File: config.mk
export PLATFORM = sky130hd
export DESIGN_NAME = pa_result_requant
export DESIGN_NICKNAME = d
export VERILOG_FILES = /design/src/rtl/pa_result_requant_pkg.sv /design/src/rtl/pa_result_requant_out_fifo.sv /design/src/rtl/pa_result_requant.sv
export SDC_FILE = /design/constraint.sdc
export NUM_CORES = 2
export LEC_CHECK = 0
export ABC_AREA = 1
export CORE_MARGIN = 2
export CORE_UTILIZATION = 65
export CTS_CLUSTER_DIAMETER = 30
export DETAILED_ROUTE_END_ITERATION = 6
export DONT_BUFFER_PORTS = 1
export GPL_TIMING_DRIVEN = 1
export PLACE_DENSITY = 0.83
export SKIP_CTS_REPAIR_TIMING = 1
export SYNTH_ARGS = -nofsm -noshare
export SYNTH_HDL_FRONTEND = slang
export SYNTH_SLANG_ARGS = --single-unit
File: constraint.sdc
create_clock -name clk -period 22.1 [get_ports clk]
set_input_delay 2.21 -clock clk [delete_from_list [all_inputs] [get_ports clk]]
set_output_delay 2.21 -clock clk [all_outputs]
set_load 0.005 [all_outputs]
File: src/rtl/pa_result_requant_pkg.sv
// pa_result_requant_pkg: frame states, int32 limits and the saturating/rounding arithmetic shared by the requant pipeline
package pa_result_requant_pkg;
   typedef enum logic [1:0] {IDLE, RUN, DRAIN} state_t;
   localparam logic signed [31:0] INT32_MIN = 32'sh8000_0000;
   localparam logic signed [31:0] INT32_MAX = 32'sh7fff_ffff;
   localparam logic signed [63:0] Q31_ROUND = 64'sh4000_0000;
   function automatic logic signed [63:0] sx64(input logic signed [31:0] v);
      return {{32{v[31]}}, v};
   endfunction
   function automatic logic signed [31:0] sat32(input logic signed [63:0] v);
      return (v > sx64(INT32_MAX)) ? INT32_MAX : (v < sx64(INT32_MIN)) ? INT32_MIN : v[31:0];
   endfunction
   function automatic logic signed [31:0] round_shift(input logic signed [31:0] v, input logic [4:0] sh);
      logic signed [63:0] t;
      t = (sx64(v) + (64'sd1 <<< (sh - 5'd1))) >>> sh;
      return (sh == 5'd0) ? v : t[31:0];
   endfunction
endpackage

File: src/rtl/pa_result_requant_out_fifo.sv
// pa_out_fifo: synchronous FIFO with occupancy count; push and pop may coincide at any fill level
module pa_out_fifo #(
   parameter int DEPTH = 8,
   parameter int W = 40
) (
   input  logic                     clk,
   input  logic                     rst,
   input  logic                     push,
   input  logic [W-1:0]             din,
   input  logic                     pop,
   output logic                     valid,
   output logic [W-1:0]             dout,
   output logic [$clog2(DEPTH):0]   count
);
   localparam int AW = $clog2(DEPTH);
   logic [W-1:0] mem [DEPTH];
   logic [AW-1:0] wp, rp;
   logic do_pop;
   assign valid = count != '0;
   assign do_pop = pop & valid;
   assign dout = valid ? mem[rp] : '0;
   always_ff @(posedge clk)
      if (push) mem[wp] <= din;
   always_ff @(posedge clk or posedge rst)
      if (rst) begin
         wp <= '0;
         rp <= '0;
         count <= '0;
      end else begin
         wp <= wp + AW'(push);
         rp <= rp + AW'(do_pop);
         count <= count + (AW+1)'(push) - (AW+1)'(do_pop);
      end
endmodule

File: src/rtl/pa_result_requant.sv
// pa_result_requant: drains accumulator results, requantises them to int8 and queues them with their index for the destination writer
module pa_result_requant
   import pa_result_requant_pkg::*;
#(
   parameter int FIFO_DEPTH = 8,
   parameter int CNT_W = 32
) (
   input  logic                clk,
   input  logic                rst,
   input  logic                start,
   input  logic [CNT_W-1:0]    num_results,
   input  logic signed [31:0]  out_offset,
   input  logic signed [7:0]   act_min,
   input  logic signed [7:0]   act_max,
   input  logic                res_rdy,
   output logic                res_acq,
   input  logic signed [31:0]  res_data,
   input  logic signed [31:0]  res_bias,
   input  logic signed [31:0]  res_mult,
   input  logic [4:0]          res_shift,
   output logic                dst_valid,
   input  logic                dst_ready,
   output logic [7:0]          dst_data,
   output logic [CNT_W-1:0]    dst_idx,
   output logic                busy,
   output logic                done
);
   localparam int AW = $clog2(FIFO_DEPTH);
   state_t state;
   logic [CNT_W-1:0] num, issued, popped;
   logic signed [31:0] offset;
   logic signed [7:0] amin, amax;
   logic v1, v2, v3;
   logic signed [31:0] s1_sum, s1_mult, s2_hi;
   logic [4:0] s1_shift, s2_shift;
   logic [CNT_W-1:0] s1_idx, s2_idx, s3_idx;
   logic [7:0] s3_data;
   logic [AW:0] fifo_count;
   logic [AW+1:0] used;
   logic [8+CNT_W-1:0] head;
   logic take, pop;
   logic signed [63:0] prod;
   logic signed [31:0] sum, hi, r, o, lo, up, c;
   // every in-flight result already owns a FIFO slot, so the pipeline never has to stall
   assign used = {1'b0, fifo_count} + (AW+2)'(v1) + (AW+2)'(v2) + (AW+2)'(v3);
   assign res_acq = state == RUN && issued < num && used < (AW+2)'(FIFO_DEPTH);
   assign take = res_rdy & res_acq;
   assign pop = dst_valid & dst_ready;
   assign busy = state != IDLE;
   assign {dst_data, dst_idx} = head;
   always_comb begin
      sum = sat32(sx64(res_data) + sx64(res_bias));
      prod = sx64(s1_sum) * sx64(s1_mult);
      hi = sat32((prod + Q31_ROUND) >>> 31);
      r = round_shift(s2_hi, s2_shift);
      o = sat32(sx64(r) + sx64(offset));
      lo = {{24{amin[7]}}, amin};
      up = {{24{amax[7]}}, amax};
      c = (o < lo) ? lo : (o > up) ? up : o;
   end
   always_ff @(posedge clk or posedge rst)
      if (rst) begin
         state <= IDLE;
         num <= '0;
         offset <= '0;
         amin <= '0;
         amax <= '0;
         issued <= '0;
         popped <= '0;
         done <= 1'b0;
         v1 <= 1'b0;
         v2 <= 1'b0;
         v3 <= 1'b0;
         s1_sum <= '0;
         s1_mult <= '0;
         s1_shift <= '0;
         s1_idx <= '0;
         s2_hi <= '0;
         s2_shift <= '0;
         s2_idx <= '0;
         s3_data <= '0;
         s3_idx <= '0;
      end else begin
         done <= 1'b0;
         issued <= issued + CNT_W'(take);
         popped <= popped + CNT_W'(pop);
         if (state == IDLE && start) begin
            state <= RUN;
            num <= num_results;
            offset <= out_offset;
            amin <= act_min;
            amax <= act_max;
            issued <= '0;
            popped <= '0;
         end
         if (state == RUN && issued == num) state <= DRAIN;
         if (state == DRAIN && popped == num) begin
            state <= IDLE;
            done <= 1'b1;
         end
         v1 <= take;
         v2 <= v1;
         v3 <= v2;
         if (take) begin
            s1_sum <= sum;
            s1_mult <= res_mult;
            s1_shift <= res_shift;
            s1_idx <= issued;
         end
         if (v1) begin
            s2_hi <= hi;
            s2_shift <= s1_shift;
            s2_idx <= s1_idx;
         end
         if (v2) begin
            s3_data <= c[7:0];
            s3_idx <= s2_idx;
         end
      end
   pa_out_fifo #(.DEPTH(FIFO_DEPTH), .W(8 + CNT_W)) u_fifo (
      .clk(clk),
      .rst(rst),
      .push(v3),
      .din({s3_data, s3_idx}),
      .pop(pop),
      .valid(dst_valid),
      .dout(head),
      .count(fifo_count)
   );
endmodule

==> run_results.csv <==
group,metric,value,unit
synth,yosysTopAreaCell,"fa_1",
floorplanning,start_util,0.657,
sta,clock_skew,0.0519,ns
clocking,h-tree-depth,4,
floorplanning,num_rows,123,
synth,syn_area_per_cell,8.42,µm²
worst_setup_path,critPathCapture,"s3_data[6]",
floorplanning,core,113000,µm²
sta,fmax,103,MHz
worst_setup_path,cp-start-kind,"flip-flop",
worst_setup_path,critPathArrivalTime,10.33,ns
final_layout,fin_area,79900,µm²
status,violations,"design-rule violations",
worst_setup_path,reg2reg_from,"s2_shift[1]",
placed_design,pre_cts_ws,12.66,ns
worst_setup_path,slowest_delay,0.44,ns
sta,finalSetupViolCount,0,
floorplanning,fp.dieW,341,µm
placed_design,portBuffers,0,
placed_design,dpl.hpwl,147000,µm
final_layout,largest_reg_flops,320,
clocking,clockRootBuffer,"clkbuf_16",
global_routing,grt_pass1_vias,63546,
clocking,cts_buffer_depth,3,
routing,wl_per_cell,20.0,µm
worst_setup_path,ff2ff_setup_slack,12.40,ns
synth,yosys-top-cells-area,"fa_1, edfxtp_1, dfrtp_1",
worst_setup_path,timing.rr.end,"s3_data[6]",
worst_setup_path,crit_family,"simple AND/OR/NAND/NOR gates",
synth,yosysSeqAreaShare,0.255,
synth,ys.flop_type,"dfrtp_1",
sta,setup_total_negative_slack,0,ns
final_layout,drive_above_1_share,0.0510,
floorplanning,dieArea,117000,µm²
job,drv_cap,0,
status,status,"finished, violations left",
synth,syn_area,74000,µm²
routing,drcViolationCount,3,
routing,ant_nets,0,
routing,vias,60167,
synth,async_flop_share,0.536,
worst_setup_path,path_common_cell,"nand2_1",
clocking,cts_tree,"built",
routing,drtIter0Drc,5828,
worst_setup_path,critPathKind,"flip-flop to flip-flop",
global_routing,antenna_found_initial,7,
sta,setup_ws,12.40,ns
worst_setup_path,crit_fanout,41,
clocking,path_clk_slew,0.05,ns
routing,drt_first_pass_iters,7,
synth,synth_cell_types,68,
final_layout,top_register,"u_fifo.mem",
worst_setup_path,critPathBufInv,5,
sta,finalMaxSlewViolations,0,
clocking,clock_latency,0.77,ns
sta,slew_headroom,0.193,
synth,synth_edf_count,320,
worst_setup_path,slowest_stage,"fa_1",
worst_hold_path,hold_class,"flip-flop to flip-flop",
placed_design,placed_cell_area,75100,µm²
clocking,cts_made_buffers,135,
global_routing,grtUsageTotal,0.363,
sta,layout_min_cycle_time,9.70,ns
synth,synthCells,8786,
final_layout,syn_to_final_growth,7.95,%
synth,synthDominantCellAreaShare,0.294,
floorplanning,die_y,341,µm
global_routing,grt_max_degree,128,
clocking,cts_sinks,690,
worst_setup_path,cp_num_cells,56,
sta,worst_pin_slew,1.21,ns
placed_design,globalplace.congestion,0.993,
synth,synth_fp_nets,10444,
worst_setup_path,reg2reg_depth,56,
sta,hold_violations,0,
worst_setup_path,crit_path_end_kind,"flip-flop",
floorplanning,io_pins,230,
global_routing,grt.overflow.total,0,
routing,drt-vias-per-instance,5.88,
sta,post-route-period-util,0.439,
final_layout,nNetsFinal,10268,
global_routing,grt_pass1_wl,332000,µm
sta,rsz0062_at_grt,"no",
synth,yosys_register_bits,690,
worst_setup_path,worstPathRequired,22.73,ns
routing,postRouteWirelength,204000,µm
synth,yosysWarnings,0,
worst_setup_path,startpoint,"s2_shift[1]",
[worst min-delay path by stage]
stage / cells past startpoint / start / to / slack [ns]
floorplan: 0 / v2 / v3 / 0.40
global placement: 1 / popped[24] / popped[24] / 0.45
detailed placement: 1 / popped[24] / popped[24] / 0.46
CTS: 2 / s1_idx[9] / s2_idx[9] / 0.46
global route: 2 / s1_shift[0] / s2_shift[0] / 0.50
finish: 2 / s1_idx[9] / s2_idx[9] / 0.46
[worst reg2reg max path: cells and delay by family, from the launching register on]
kind | cells | cell delay, ns
flops | 1 | 0.32
xor+xnor | 3 | 0.48
fa+ha+maj | 5 | 1.62
compound gates | 9 | 1.84
simple gates | 34 | 4.52
buf+inv | 5 | 0.86
[metrics by stage]
step	hold WS [ns]	cells	util
final	0.461	10226	0.709
after global routing	0.505	10224	0.709
after CTS	0.456	10223	0.709
after detailed placement	0.464	9973	0.667
after global placement	0.451	9973	0.667
after floorplan	0.400	8786	-
[Yosys cell counts, types with 5 or more instances]
library cell  instances
a211oi_1             13
a31oi_1              81
ha_1                385
o21ai_1              17
inv_1              1791
o2111ai_1             8
o211ai_1             10
fa_1               1087
nor2_1              593
nor3_1               51
nand2_4               6
o22ai_1              53
o21a_1               18
nand4_1              33
o21ai_0             503
inv_2                16
o21bai_1             14
dfrtp_1             370
xor2_1               98
o221ai_1              7
o31ai_1               6
nor2_2                7
a21oi_1             318
a22oi_1              31
nor4_1               17
nor3_2                6
a221oi_1              8
clkbuf_1            358
buf_2                19
or2_2                10
nand2_2              15
nand2_1            2100
buf_1                29
clkinv_1              7
a21o_1               11
edfxtp_1            320
nand3_2               5
nand3_1             257
xnor2_1              49
[final cells by class]
type | instances | area, µm²
Clock buffer | 166 | 3660
Fill cell | 8067 | 32800
Clock inverter | 84 | 1090
Inverter | 1814 | 6820
Sequential cell | 690 | 18900
Multi-Input combinational cell | 5871 | 46800
Timing Repair Buffer | 98 | 736
Antenna cell | 3 | 7.51
Tap cell | 1500 | 1880
[cells by family (layout without fill, tap and decap cells)]
logic type	after synthesis	after routing	synth area share
AOI/OAI and AO/OA	1125	1125	0.0848
xor gates and xnor gates	147	147	0.0174
adders and majority gates	1472	1472	0.359
buffers and inverters	2225	2162	0.114
DFF	690	690	0.255
muxes	1	1	0.000135
other	0	3	0
and+or+nand+nor	3126	3126	0.170
[layer usage]
metal | GRT usage | up-vias | share of wire
li1 | - | 26570 | -
met1 | 0.461 | 29551 | 0.37
met2 | 0.592 | 3256 | 0.48
met3 | 0.0744 | 780 | 0.096
met4 | 0.188 | 10 | 0.056
met5 | 0 | - | 0.00032
[cell usage in the layout (no fill, tap or decap), types with 98 or more instances in the layout]
cell	count
buf_4	98
xor2_1	98
a21oi_1	318
ha_1	385
nand3_1	257
nor2_1	585
dfrtp_1	361
nand2_1	2098
fa_1	1087
edfxtp_1	320
inv_1	1788
o21ai_0	503
clkbuf_16	138
Power is left out: the tool's default activity adds up to more than one toggle a clock period on the data nets, which glitch-free logic cannot reach.
